[src/rtl/lsu_pkg.sv]
// Shared types and constants for the load/store unit.
package lsu_pkg;

  typedef enum logic [2:0] {
    IDLE,
    RD,
    CAP,
    WR,
    RESP
  } lsu_state_t;

  localparam logic        LANE_LO = 1'b0;
  localparam logic        LANE_HI = 1'b1;
  localparam int unsigned BYTE_W  = 8;

endpackage

[src/rtl/lsu_byte_lane.sv]
// Byte-lane helper: extracts a byte with sign/zero extension and merges a byte
// into a word. Little-endian lanes; only DATA_W = 16 (two lanes) is supported.
module lsu_byte_lane
  import lsu_pkg::*;
#(
  parameter int unsigned DATA_W = 16
) (
  input  logic [DATA_W-1:0] word,
  input  logic              lane,
  input  logic              sign_ext,
  input  logic [BYTE_W-1:0] byte_in,
  output logic [DATA_W-1:0] ext_data,
  output logic [DATA_W-1:0] merged_data
);

  logic [BYTE_W-1:0] sel_byte;

  // Select the addressed lane, extend it, and build the merged store word.
  always_comb begin
    sel_byte    = (lane == LANE_HI) ? word[2*BYTE_W-1:BYTE_W] : word[BYTE_W-1:0];
    ext_data    = {{(DATA_W-BYTE_W){sign_ext & sel_byte[BYTE_W-1]}}, sel_byte};
    merged_data = word;
    if (lane == LANE_HI) begin
      merged_data[2*BYTE_W-1:BYTE_W] = byte_in;
    end else begin
      merged_data[BYTE_W-1:0] = byte_in;
    end
  end

endmodule

[src/rtl/load_store_unit.sv]
// Load/store unit: one request at a time, word and byte accesses to DataMemory.
// Byte stores are read-modify-write. Memory and response outputs depend only on
// the state register and request latches.
module load_store_unit
  import lsu_pkg::*;
#(
  parameter int unsigned DATA_W = 16,
  parameter int unsigned ADDR_W = 8
) (
  input  logic              clk,
  input  logic              rst,
  input  logic              req_valid,
  output logic              req_ready,
  input  logic              req_write,
  input  logic              req_byte,
  input  logic              req_signed,
  input  logic [ADDR_W:0]   req_addr,
  input  logic [DATA_W-1:0] req_wdata,
  output logic              resp_valid,
  input  logic              resp_ready,
  output logic [DATA_W-1:0] resp_rdata,
  output logic              resp_err,
  output logic [ADDR_W-1:0] mem_address,
  output logic [DATA_W-1:0] mem_write_data,
  output logic              mem_read,
  output logic              mem_write,
  input  logic [DATA_W-1:0] mem_read_data
);

  lsu_state_t        state_q, state_d;
  logic [ADDR_W:0]   addr_q, addr_d;
  logic              write_q, write_d;
  logic              byte_q, byte_d;
  logic              signed_q, signed_d;
  logic [DATA_W-1:0] wdata_q, wdata_d;
  logic [DATA_W-1:0] rdata_q, rdata_d;
  logic              err_q, err_d;

  logic [DATA_W-1:0] ext_data;
  logic [DATA_W-1:0] merged_data;

  lsu_byte_lane #(
    .DATA_W(DATA_W)
  ) u_byte_lane (
    .word       (mem_read_data),
    .lane       (addr_q[0]),
    .sign_ext   (signed_q),
    .byte_in    (wdata_q[BYTE_W-1:0]),
    .ext_data   (ext_data),
    .merged_data(merged_data)
  );

  // Next-state and latch update logic.
  always_comb begin
    state_d  = state_q;
    addr_d   = addr_q;
    write_d  = write_q;
    byte_d   = byte_q;
    signed_d = signed_q;
    wdata_d  = wdata_q;
    rdata_d  = rdata_q;
    err_d    = err_q;
    case (state_q)
      IDLE: begin
        if (req_valid) begin
          addr_d   = req_addr;
          write_d  = req_write;
          byte_d   = req_byte;
          signed_d = req_signed;
          wdata_d  = req_wdata;
          rdata_d  = '0;
          err_d    = 1'b0;
          if (!req_byte && req_addr[0]) begin
            // Misaligned word access: report without touching memory.
            err_d   = 1'b1;
            state_d = RESP;
          end else if (req_write && !req_byte) begin
            state_d = WR;
          end else begin
            state_d = RD;
          end
        end
      end
      RD: state_d = CAP;
      CAP: begin
        if (write_q) begin
          wdata_d = merged_data;
          state_d = WR;
        end else begin
          rdata_d = byte_q ? ext_data : mem_read_data;
          state_d = RESP;
        end
      end
      WR: state_d = RESP;
      RESP: begin
        if (resp_ready) begin
          state_d = IDLE;
        end
      end
      default: state_d = IDLE;
    endcase
  end

  // State and latch registers with synchronous reset.
  always_ff @(posedge clk) begin
    if (rst) begin
      state_q  <= IDLE;
      addr_q   <= '0;
      write_q  <= 1'b0;
      byte_q   <= 1'b0;
      signed_q <= 1'b0;
      wdata_q  <= '0;
      rdata_q  <= '0;
      err_q    <= 1'b0;
    end else begin
      state_q  <= state_d;
      addr_q   <= addr_d;
      write_q  <= write_d;
      byte_q   <= byte_d;
      signed_q <= signed_d;
      wdata_q  <= wdata_d;
      rdata_q  <= rdata_d;
      err_q    <= err_d;
    end
  end

  // Outputs decoded from state and latches only.
  always_comb begin
    req_ready      = (state_q == IDLE);
    mem_read       = (state_q == RD);
    mem_write      = (state_q == WR);
    mem_address    = '0;
    mem_write_data = '0;
    resp_valid     = (state_q == RESP);
    resp_rdata     = '0;
    resp_err       = 1'b0;
    if (state_q == RD || state_q == WR) begin
      mem_address = addr_q[ADDR_W:1];
    end
    if (state_q == WR) begin
      mem_write_data = wdata_q;
    end
    if (state_q == RESP) begin
      resp_rdata = rdata_q;
      resp_err   = err_q;
    end
  end

endmodule
[config.mk]
export PLATFORM = sky130hd
export DESIGN_NAME = load_store_unit
export DESIGN_NICKNAME = d
export VERILOG_FILES = /design/src/rtl/lsu_pkg.sv /design/src/rtl/lsu_byte_lane.sv /design/src/rtl/load_store_unit.sv
export SDC_FILE = /design/constraint.sdc
export NUM_CORES = 1
export LEC_CHECK = 0
export CORE_MARGIN = 10
export CORE_UTILIZATION = 44
export DETAILED_ROUTE_END_ITERATION = 10
export HOLD_SLACK_MARGIN = 0.02
export PLACE_DENSITY = 0.89
export SLEW_MARGIN = 20
export SYNTH_ARGS = -nofsm -noshare
export SYNTH_HDL_FRONTEND = slang
export SYNTH_HIERARCHICAL = 1
export SYNTH_SLANG_ARGS = --single-unit
[constraint.sdc]
create_clock -name clk -period 1.7 [get_ports clk]
set_input_delay 0.255 -clock clk [delete_from_list [all_inputs] [get_ports clk]]
set_output_delay 0.255 -clock clk [all_outputs]
set_load 0.01 [all_outputs]
==> flow_metrics.env, run 1 <==
export IMPL_post_synth_main_area_contributors="dfxtp_1 34%, mux2_2 9.1%, a211oi_1 8.5%"
export IMPL_whs_endpoint="addr_q[1]"
export IMPL_postPlaceCellArea_mm2=0.00381
export IMPL_power_per_cell_area_mw_per_mm2=713
export IMPL_grt_max_degree=41
export IMPL_clock_sink_count=48
export IMPL_syn_nets=375
export IMPL_rows=29
export IMPL_timing_hold_ws_ns=0.460
export IMPL_ys_seq_elements=48
export IMPL_fin_skew_ns=0.00516
export IMPL_worstSetupEndpointType="output port"
export IMPL_r2r_start="state_q[0]"
export IMPL_path_class="reg -> out"
export IMPL_postSynthAreaPerCell_um2=8.67
export IMPL_critical_path_arrival_ns=1.50
export IMPL_drt_drc_violations_left=0
export IMPL_grt_first_pass_wirelength_mm=14.1
export IMPL_wire_per_inst_um=18.2
export IMPL_area_delta_synth_final_pct=42.9
export IMPL_critical_path_n_buffers_inverters=3
export IMPL_nets_finish=463
export IMPL_synth_commonest_cells="48 x dfxtp_1, 46 x a21oi_1, 32 x a211oi_1, 28 x nand2_1, 26 x and2_1"
export IMPL_vias_in_the_first_global_route=2827
export IMPL_ys_types=31
export IMPL_die_height_um=100
export IMPL_fin_tns_setup_ns=-0.627
export IMPL_htree_num_levels=2
export IMPL_start_util_pct=44.9
export IMPL_die_w_um=100
export IMPL_final_seq_area_um2=970
export IMPL_layout_min_cycle_time_ns=1.76
export IMPL_maxCapViolations=0
export IMPL_ioPinCount=93
export IMPL_violations="negative setup slack"
export IMPL_cellLeakagePower_nw=1.65
export IMPL_timing_hold_worst_path_depth=2
export IMPL_drt_first_pass_iters=5
export IMPL_timing_critical_path_fanout_max=5
export IMPL_worstHoldPathType="reg -> reg"
export IMPL_slew_viol_final=0
export IMPL_clkLatencyLatePin_ns=0.30
export IMPL_setup_viol=17
export IMPL_cp_slowest_stage_delay_ns=0.37
export IMPL_global_route_overflow_total=0
export IMPL_tritoncts_num_buffers=5
export IMPL_crit_path_frequent_cell="buf_6"
export IMPL_start_kind="flop"
export IMPL_post_dp_hpwl_mm=6.16
export IMPL_asyncSetResetFlopFracSynth_pct=0
export IMPL_dr_total_vias=2803
export IMPL_yosysMostFrequentCell="dfxtp_1"
export IMPL_critical_path_reg2reg_endpoint="rdata_q[3]"
export IMPL_gpl_final_weighted_congestion=0.858
export IMPL_cp_slowest_cell="dfxtp_4"
export IMPL_yosysWarningCount=6
export IMPL_filler_cell_count=503
export IMPL_layout_drive_gt1_share_pct=33.7
export IMPL_max_vdd_ir_drop_v=0.000406
export IMPL_synth_cells=327
export IMPL_outcome="complete, but fails checks"
export IMPL_core_area_mm2=0.00631
export IMPL_final_antenna_net_count=0
export IMPL_syn_cell_area_mm2=0.00284
export IMPL_finish_instance_area_mm2=0.00405
export IMPL_hold_path_startpoint="addr_q[1]"
export IMPL_post_route_period_util_pct=103
export IMPL_cts_tree="yes"
export IMPL_preCtsSetupSlack_ns=-0.165
export IMPL_worst_path_dominant_cell_family="simple AND/OR/NAND/NOR gates"
export IMPL_synth_area_leader_cell="dfxtp_1"
export IMPL_cts_root_buffer="clkbuf_8"
export IMPL_synthFlopType="dfxtp_1"
export IMPL_worst_setup_hold_path_clk_slew_ns=0.08
export IMPL_multiInputGateArea_mm2=0.00172
export IMPL_post_route_setup_slack_ns=-0.0581
export IMPL_crit_required_ns=1.44
export IMPL_r2r_cells=4
export IMPL_average_via_count_per_standard_cell=5.69
export IMPL_fmax_mhz=569
export IMPL_grt_total_usage_pct=16.8
export IMPL_synth_yosys_seq_area_share_pct=33.9
export IMPL_clock_tree_buffer_depth=2
export IMPL_antennaDiodeCount=0
export IMPL_timing_critical_path_cells="nor3b_4 -> buf_6 -> buf_6 -> and2_4 -> buf_6"
export IMPL_overall_routed_net_length_mm=8.96
export IMPL_report_power_total_mw=2.89
export IMPL_setup_reg_to_reg_worst_slack_ns=0.02
export IMPL_number_of_synthesized_flops_with_an_enable_pin=0
export IMPL_io_buffers=92
export IMPL_tightest_slew_ns=0.620
export IMPL_hold_violations=0
export IMPL_design_die_area_mm2=0.0101
export IMPL_netlist_area_leader_share_pct=33.9
export IMPL_dr_first_iter_drc_count=133
export IMPL_max_slew_margin_pct=58.7
export IMPL_setup_repair_after_global_routing_missed_its_margin="true"
export IMPL_antenna_found_initial=0
## where the power goes
group	total [mW]	switching [mW]	internal [mW]
Clock	0.813	0.376	0.437
Combinational	0.796	0.381	0.416
Sequential	1.28	0.0648	1.21
## cell usage in the layout, fill, tap and decap left out, drive strengths merged, types with 16 or more instances in the layout
cell type      count
nand2             28
clkdlybuf4s50     46
nor2              18
mux2              25
dfxtp             48
a211oi            32
buf               71
a21oi             46
mux2i             16
and2              27
and3              16
## state kept, by name, summed over array words and instances (netlist names)
name,flops
rdata_q,16
wdata_q,16
addr_q,9
state_q,3
byte_q,1
err_q,1
signed_q,1
write_q,1
## how the worst max path moves through the flow
stage | cells past startpoint | startpoint | end
final | 5 | state_q[0] | resp_err
after global routing | 5 | state_q[0] | resp_rdata[7]
after CTS | 5 | state_q[1] | resp_rdata[15]
after detailed placement | 4 | req_valid | rdata_q[3]
after global placement | 4 | req_valid | rdata_q[1]
after floorplan | 4 | state_q[0] | resp_rdata[10]
## cell type report
| type | instances | share of cell area [%] |
|---|---|---|
| clock buffer | 6 | 1.79 |
| clock inverter | 2 | 0.864 |
| inverter | 1 | 0.0926 |
| multi-input combinational | 238 | 42.4 |
| sequential | 48 | 23.9 |
| tap | 77 | 2.38 |
| timing repair buffer | 121 | 28.5 |
## worst min-delay path, stage by stage, from the launching register on
cell and delay [ns]:
dfxtp_1 0.32, nand2_1 0.05, a21oi_1 0.05
## cell families (layout without fill, tap and decap cells)
logic type | after synthesis | after routing | synth area share (%)
DFF | 48 | 48 | 33.9
muxes | 41 | 41 | 15.8
AOI/OAI and AO/OA | 98 | 98 | 22.2
and+or+nand+nor | 99 | 99 | 19.5
buffers and inverters | 41 | 130 | 8.56
## through the flow
stage | cells | utilization (%)
global route | 493 | 64.2
CTS | 493 | 61.6
floorplan | 327 | -
finish | 493 | 64.2
global placement | 474 | 60.3
detailed placement | 474 | 60.3
## per-layer routing
| metal | track usage (%) | part of all wire, % | wire length (um) |
|---|---|---|---|
| met3 | 6.18 | 9.4 | 842 |
| met4 | 3.59 | 1.4 | 126 |
| met5 | 0 | 0 | 0 |
| met1 | 19.9 | 39 | 3450 |
| met2 | 28.1 | 51 | 4540 |
## what timing repair did
action,in CTS,in global routing
endpoints found under the setup margin,45,33
cloned,4,0
buffers inserted,7,0
pin swaps,3,11
hold buffers,0,0
resized for setup,189,60
No activity file was read; power rests on OpenSTA's default activity.
==> run 2, diff against run 1 <==
==> constraint.sdc (replaced) <==
create_clock -name clk -period 1.66 [get_ports clk]
set_input_delay 0.249 -clock clk [delete_from_list [all_inputs] [get_ports clk]]
set_output_delay 0.249 -clock clk [all_outputs]
set_load 0.01 [all_outputs]
==> run 2 against run 1 <==
Utilization rose by 1.3 points. Clock power increased by 2.6%. The flow still finishes with violations (negative setup slack). Via count increased by 0.68%. Hold slack about the same. Register-to-register slack improved by 0.04 ns. Critical path type unchanged. Critical path depth up 1. First-iteration DRC count rose by 16%. Die area did not move. Design area grew 2.1%. Sequential power is essentially flat.
==> flow_metrics.env, run 2 (same netlist as run 1, synthesis figures left out) <==
export IMPL_outcome="complete, but fails checks"
export IMPL_violations="negative setup slack"
export IMPL_die_w_um=100
export IMPL_cts_tree="yes"
export IMPL_layout_min_cycle_time_ns=1.76
export IMPL_nets_finish=467
export IMPL_filler_cell_count=494
export IMPL_critical_path_arrival_ns=1.51
export IMPL_ioPinCount=93
export IMPL_layout_cells_most_common_list="46 x clkdlybuf4s50_1, 45 x dfxtp_1, 44 x a21oi_1"
export IMPL_final_antenna_net_count=0
export IMPL_slew_viol_final=0
export IMPL_layout_drive_gt1_share_pct=34.8
export IMPL_rows=29
export IMPL_crit_required_ns=1.41
export IMPL_area_delta_synth_final_pct=45.9
export IMPL_timing_critical_path_fanout_max=4
export IMPL_cp_slowest_stage_delay_ns=0.37
export IMPL_setup_reg_to_reg_worst_slack_ns=0.06
export IMPL_antenna_found_initial=0
export IMPL_clock_sink_count=48
export IMPL_biggestRegsByFlops="rdata_q (16), wdata_q (16), addr_q (9)"
export IMPL_tritoncts_num_buffers=5
export IMPL_gpl_final_weighted_congestion=0.856
export IMPL_die_height_um=100
export IMPL_routed_wl_met3_um=774
export IMPL_grt_first_pass_wirelength_mm=14.6
export IMPL_clock_tree_buffer_depth=2
export IMPL_start_util_pct=44.9
export IMPL_hold_path_startpoint="addr_q[8]"
export IMPL_design_die_area_mm2=0.0101
export IMPL_r2r_start="state_q[0]"
export IMPL_post_route_period_util_pct=106
export IMPL_fin_tns_setup_ns=-0.692
export IMPL_cts_root_buffer="clkbuf_8"
export IMPL_cellLeakagePower_nw=1.64
export IMPL_dr_total_vias=2822
export IMPL_vias_in_the_first_global_route=2921
export IMPL_preCtsSetupSlack_ns=-0.201
export IMPL_wl_met1_mm=3.95
export IMPL_worst_setup_hold_path_clk_slew_ns=0.09
export IMPL_start_kind="flop"
export IMPL_hold_violations=0
export IMPL_timing_critical_path_cells="nor3b_4 -> buf_6 -> buf_6 -> buf_6 -> and2_4 -> buf_6"
export IMPL_maxCapViolations=0
export IMPL_layout_commonest_cell="clkdlybuf4s50_1"
export IMPL_setup_viol=16
export IMPL_fmax_mhz=567
export IMPL_max_slew_margin_pct=57.9
export IMPL_grt_max_degree=41
export IMPL_global_route_overflow_total=0
export IMPL_path_class="reg -> out"
export IMPL_htree_num_levels=2
export IMPL_drt_first_pass_iters=4
export IMPL_dr_max_layer_used="met4"
export IMPL_core_area_mm2=0.00631
export IMPL_fin_skew_ns=0.00677
export IMPL_max_vdd_ir_drop_v=0.000457
export IMPL_r2r_cells=4
export IMPL_crit_path_frequent_cell="buf_6"
export IMPL_average_via_count_per_standard_cell=5.68
export IMPL_tightest_slew_ns=0.631
export IMPL_grt_total_usage_pct=17.5
export IMPL_post_dp_hpwl_mm=6.18
export IMPL_cp_slowest_cell="dfxtp_4"
export IMPL_wire_per_inst_um=19.2
export IMPL_layoutNonFillerInstCount=497
export IMPL_overall_routed_net_length_mm=9.52
export IMPL_post_route_setup_slack_ns=-0.103
export IMPL_placed_cells=475
export IMPL_power_per_cell_area_mw_per_mm2=722
export IMPL_timing_hold_worst_path_depth=2
export IMPL_worstSetupEndpointType="output port"
export IMPL_met2RoutedLength_mm=4.61
export IMPL_io_buffers=92
export IMPL_worstHoldPathType="reg -> reg"
export IMPL_setup_repair_after_global_routing_missed_its_margin="true"
export IMPL_dr_first_iter_drc_count=154
export IMPL_antennaDiodeCount=0
export IMPL_drt_drc_violations_left=0
export IMPL_final_core_utilization_pct=65.5
export IMPL_critical_path_reg2reg_endpoint="rdata_q[2]"
export IMPL_timing_hold_ws_ns=0.460
export IMPL_clkLatencyLatePin_ns=0.31
export IMPL_whs_endpoint="addr_q[8]"
## run 2: cell types whose count changed in the layout (fill, tap and decap cells not counted), moves of 4 or more
cell      previous run  this run
buf_6               33        39
clkbuf_2             2         6
and2_4              19        13
and2_1               8        14
buf_2               21        15
and3_4               3        11
and3_1              13         5
## run 2: worst max-delay path by stage
stage               start              to  slack, ns
5_1_grt        state_q[0]   resp_rdata[4]      -0.14
3_5_place_dp    req_valid      rdata_q[3]      -0.20
3_3_place_gp    req_valid      rdata_q[2]      -0.14
6_report       state_q[0]   resp_rdata[4]      -0.10
4_1_cts        state_q[1]   resp_rdata[4]      -0.08
2_1_floorplan  state_q[0]  resp_rdata[10]       0.13
## run 2: repair_timing
item / CTS / global route
gates cloned: 4 / 1
pin swaps: 5 / 10
hold buffers: 0 / 0
resized for setup: 205 / 57
buffers inserted: 11 / 0
endpoints found under the setup margin: 45 / 55
endpoints found under the hold margin: 0 / 0
## run 2: cell type report
class,instances,area (um2),area share [%]
Clock inverter,2,35.0,0.847
Inverter,1,6.26,0.151
Sequential cell,48,970,23.4
Multi-Input combinational cell,239,1750,42.4
Tap cell,77,96.3,2.33
Timing Repair Buffer,124,1200,29.1
Clock buffer,6,72.6,1.75
## run 2: through the flow
step / power (mW) / cell area [um2]
finish: 2.99 / 4140
global route: 3.11 / 4140
CTS: 2.96 / 4020
detailed placement: 2.08 / 3820
global placement: 2.04 / 3820
floorplan: 1.80 / 2840
## run 2: routing by layer
layer	vias up	track usage [%]
met2	122	29.1
met5	-	0
met3	19	5.29
met4	0	5.98
met1	1319	20.8
li1	1362	-
## run 2: critical path: cells and delay by family, from the launching register on
| kind | cells | cell delay, ns |
|---|---|---|
| buf+inv | 4 | 0.45 |
| simple gates | 2 | 0.39 |
| flops | 1 | 0.37 |
## run 2: power by group
part           leakage [nW]  switching (mW)  internal, mW
clock                0.0552           0.387         0.447
sequential            0.395          0.0703          1.24
combinational          1.19           0.403         0.435
total                  1.64           0.860          2.13
==> run 3, diff against run 2 <==
--- a/config.mk
+++ b/config.mk
@@ -9,7 +9,7 @@
 export CORE_UTILIZATION = 44
 export DETAILED_ROUTE_END_ITERATION = 10
 export HOLD_SLACK_MARGIN = 0.02
-export PLACE_DENSITY = 0.89
+export PLACE_DENSITY_LB_ADDON = 0.15
 export SLEW_MARGIN = 20
 export SYNTH_ARGS = -nofsm -noshare
 export SYNTH_HDL_FRONTEND = slang
==> run 3 against run 2 <==
Utilization rose by 1.5 points. Wire length shrank 6.1%. Cell count is 1.8% higher. The flow still finishes with violations (negative setup slack). Power down 2.3%. Worst setup slack better by 0.020 ns. Critical endpoint is now resp_rdata[0]. Clock skew up 0.0016 ns. Via count shrank 3.6%. Count of clock-buffer cells in the layout unchanged. Register-to-register slack got worse by 0.05 ns. Combinational power grew 0.6%. Design area is 2.4% higher. Sequential share of layout area is 0.60 points lower.
==> flow_metrics.env, run 3 (same netlist as run 1, synthesis figures left out) <==
export IMPL_area_delta_synth_final_pct=49.4
export IMPL_r2r_cells=4
export IMPL_design_die_area_mm2=0.0101
export IMPL_power_per_cell_area_mw_per_mm2=689
export IMPL_layoutNonFillerInstCount=506
export IMPL_max_vdd_ir_drop_v=0.000385
export IMPL_hold_violations=0
export IMPL_global_route_overflow_total=0
export IMPL_dr_total_vias=2720
export IMPL_path_class="reg -> out"
export IMPL_tritoncts_num_buffers=5
export IMPL_die_height_um=100
export IMPL_cts_root_buffer="clkbuf_8"
export IMPL_clock_tree_buffer_depth=2
export IMPL_post_route_period_util_pct=105
export IMPL_clock_sink_count=48
export IMPL_setup_repair_after_global_routing_missed_its_margin="true"
export IMPL_average_via_count_per_standard_cell=5.38
export IMPL_rows=29
export IMPL_max_slew_margin_pct=61.4
export IMPL_biggestRegsByFlops="rdata_q (16), wdata_q (16), addr_q (9)"
export IMPL_drt_first_pass_iters=4
export IMPL_worstHoldPathType="in -> reg"
export IMPL_timing_hold_worst_path_depth=2
export IMPL_wire_per_inst_um=17.7
export IMPL_critical_path_reg2reg_endpoint="rdata_q[9]"
export IMPL_violations="negative setup slack"
export IMPL_tightest_slew_ns=0.580
export IMPL_r2r_start="state_q[0]"
export IMPL_start_util_pct=44.9
export IMPL_timing_critical_path_fanout_max=5
export IMPL_outcome="complete, but fails checks"
export IMPL_gpl_final_weighted_congestion=0.808
export IMPL_layout_drive_gt1_share_pct=37.3
export IMPL_ioPinCount=93
export IMPL_fmax_mhz=574
export IMPL_preCtsSetupSlack_ns=-0.138
export IMPL_hold_path_startpoint="rst"
export IMPL_post_route_setup_slack_ns=-0.0825
export IMPL_layout_cells_most_common_list="46 x clkdlybuf4s50_1, 45 x a21oi_1, 45 x dfxtp_1, 45 x buf_6, 32 x a211oi_1"
export IMPL_finish_instance_area_mm2=0.00424
export IMPL_setup_reg_to_reg_worst_slack_ns=0.01
export IMPL_worst_setup_hold_path_clk_slew_ns=0.09
export IMPL_htree_num_levels=2
export IMPL_timing_hold_ws_ns=0.448
export IMPL_cellLeakagePower_nw=1.68
export IMPL_post_dp_hpwl_mm=6.12
export IMPL_worstSetupEndpointType="output port"
export IMPL_start_kind="flop"
export IMPL_fin_skew_ns=0.00840
export IMPL_fin_tns_setup_ns=-0.522
export IMPL_clkLatencyLatePin_ns=0.31
export IMPL_placed_cells=481
export IMPL_io_buffers=92
export IMPL_post_cts_hold_buffer_count=0
export IMPL_final_antenna_net_count=0
export IMPL_whs_endpoint="addr_q[1]"
export IMPL_critical_path_arrival_ns=1.49
export IMPL_layout_commonest_cell="clkdlybuf4s50_1"
export IMPL_core_area_mm2=0.00631
export IMPL_crit_required_ns=1.41
export IMPL_layout_min_cycle_time_ns=1.74
export IMPL_nets_finish=476
export IMPL_overall_routed_net_length_mm=8.94
export IMPL_vias_in_the_first_global_route=2661
export IMPL_grt_first_pass_wirelength_mm=13.9
export IMPL_setup_viol=18
export IMPL_dr_first_iter_drc_count=97
export IMPL_grt_total_usage_pct=16.8
export IMPL_grt_max_degree=34
export IMPL_postPlaceCellArea_mm2=0.00385
export IMPL_die_w_um=100
export IMPL_cts_tree="yes"
export IMPL_slew_viol_final=0
export IMPL_filler_cell_count=574
export IMPL_drt_drc_violations_left=0
export IMPL_antennaDiodeCount=0
export IMPL_maxCapViolations=0
export IMPL_antenna_found_initial=0
==> run 3: changes by cell type in the layout (fill, tap and decap cells not counted), moves of 2 or more <==
| cell | delta |
|---|---|
| and2_1 | -3 |
| and2_4 | +3 |
| and3_1 | -2 |
| and3_4 | +2 |
| buf_4 | +9 |
| buf_6 | +6 |
| clkbuf_2 | -6 |
| clkinvlp_4 | +2 |
==> run 3: report_power, final <==
group,internal [mW],switching [mW],total [mW],leakage (nW)
combinational,0.453,0.390,0.844,1.25
clock,0.338,0.423,0.761,0.0434
sequential,1.24,0.0682,1.31,0.395
total,2.04,0.881,2.92,1.68
==> run 3: final cells by class <==
type,instances,area (um2),area share (%)
Clock buffer,6,82.6,1.95
Clock inverter,2,15.0,0.355
Inverter,1,6.26,0.148
Multi-Input combinational cell,238,1750,41.4
Sequential cell,48,967,22.8
Tap cell,77,96.3,2.27
Timing Repair Buffer,134,1310,31.0
==> run 3: through the flow <==
stage                     util (%)  total power, mW
after CTS                     63.6             2.89
after detailed placement      61.0             2.08
after floorplan                  -             1.80
after global routing          67.1             3.05
after global placement        61.0             2.07
final                         67.1             2.92
==> run 3: worst max-delay path by stage <==
| stage | from | to | slack, ns | cells after the start |
|---|---|---|---|---|
| 2_1_floorplan | state_q[0] | resp_rdata[10] | 0.13 | 4 |
| 3_3_place_gp | req_valid | rdata_q[8] | -0.12 | 4 |
| 3_5_place_dp | req_valid | rdata_q[14] | -0.14 | 4 |
| 4_1_cts | state_q[0] | resp_rdata[0] | -0.1 | 6 |
| 5_1_grt | state_q[0] | resp_rdata[7] | -0.13 | 6 |
| 6_report | state_q[0] | resp_rdata[0] | -0.08 | 6 |
==> run 3: layer usage <==
| layer | global-route usage [%] | vias to the layer above | share of wire, % |
|---|---|---|---|
| met5 | 0 | - | 0 |
| met3 | 4.67 | 16 | 6.7 |
| met4 | 4.67 | 0 | 1.7 |
| met2 | 27.1 | 86 | 48 |
| met1 | 21.3 | 1245 | 43 |
| li1 | - | 1373 | - |
==> run 3: what timing repair did <==
item / 4_1_cts / 5_1_grt
gates cloned: 3 / 0
pin swaps: 10 / 7
resized for setup: 219 / 49
setup endpoints to repair: 45 / 55
setup buffers: 14 / 2
==> run 3: critical path, stage by stage, from the launching register on <==
cell	delay (ns)
dfxtp_4	0.38
nor3b_4	0.26
buf_6	0.15
buf_12	0.10
buf_6	0.08
and2_4	0.12
buf_6	0.09
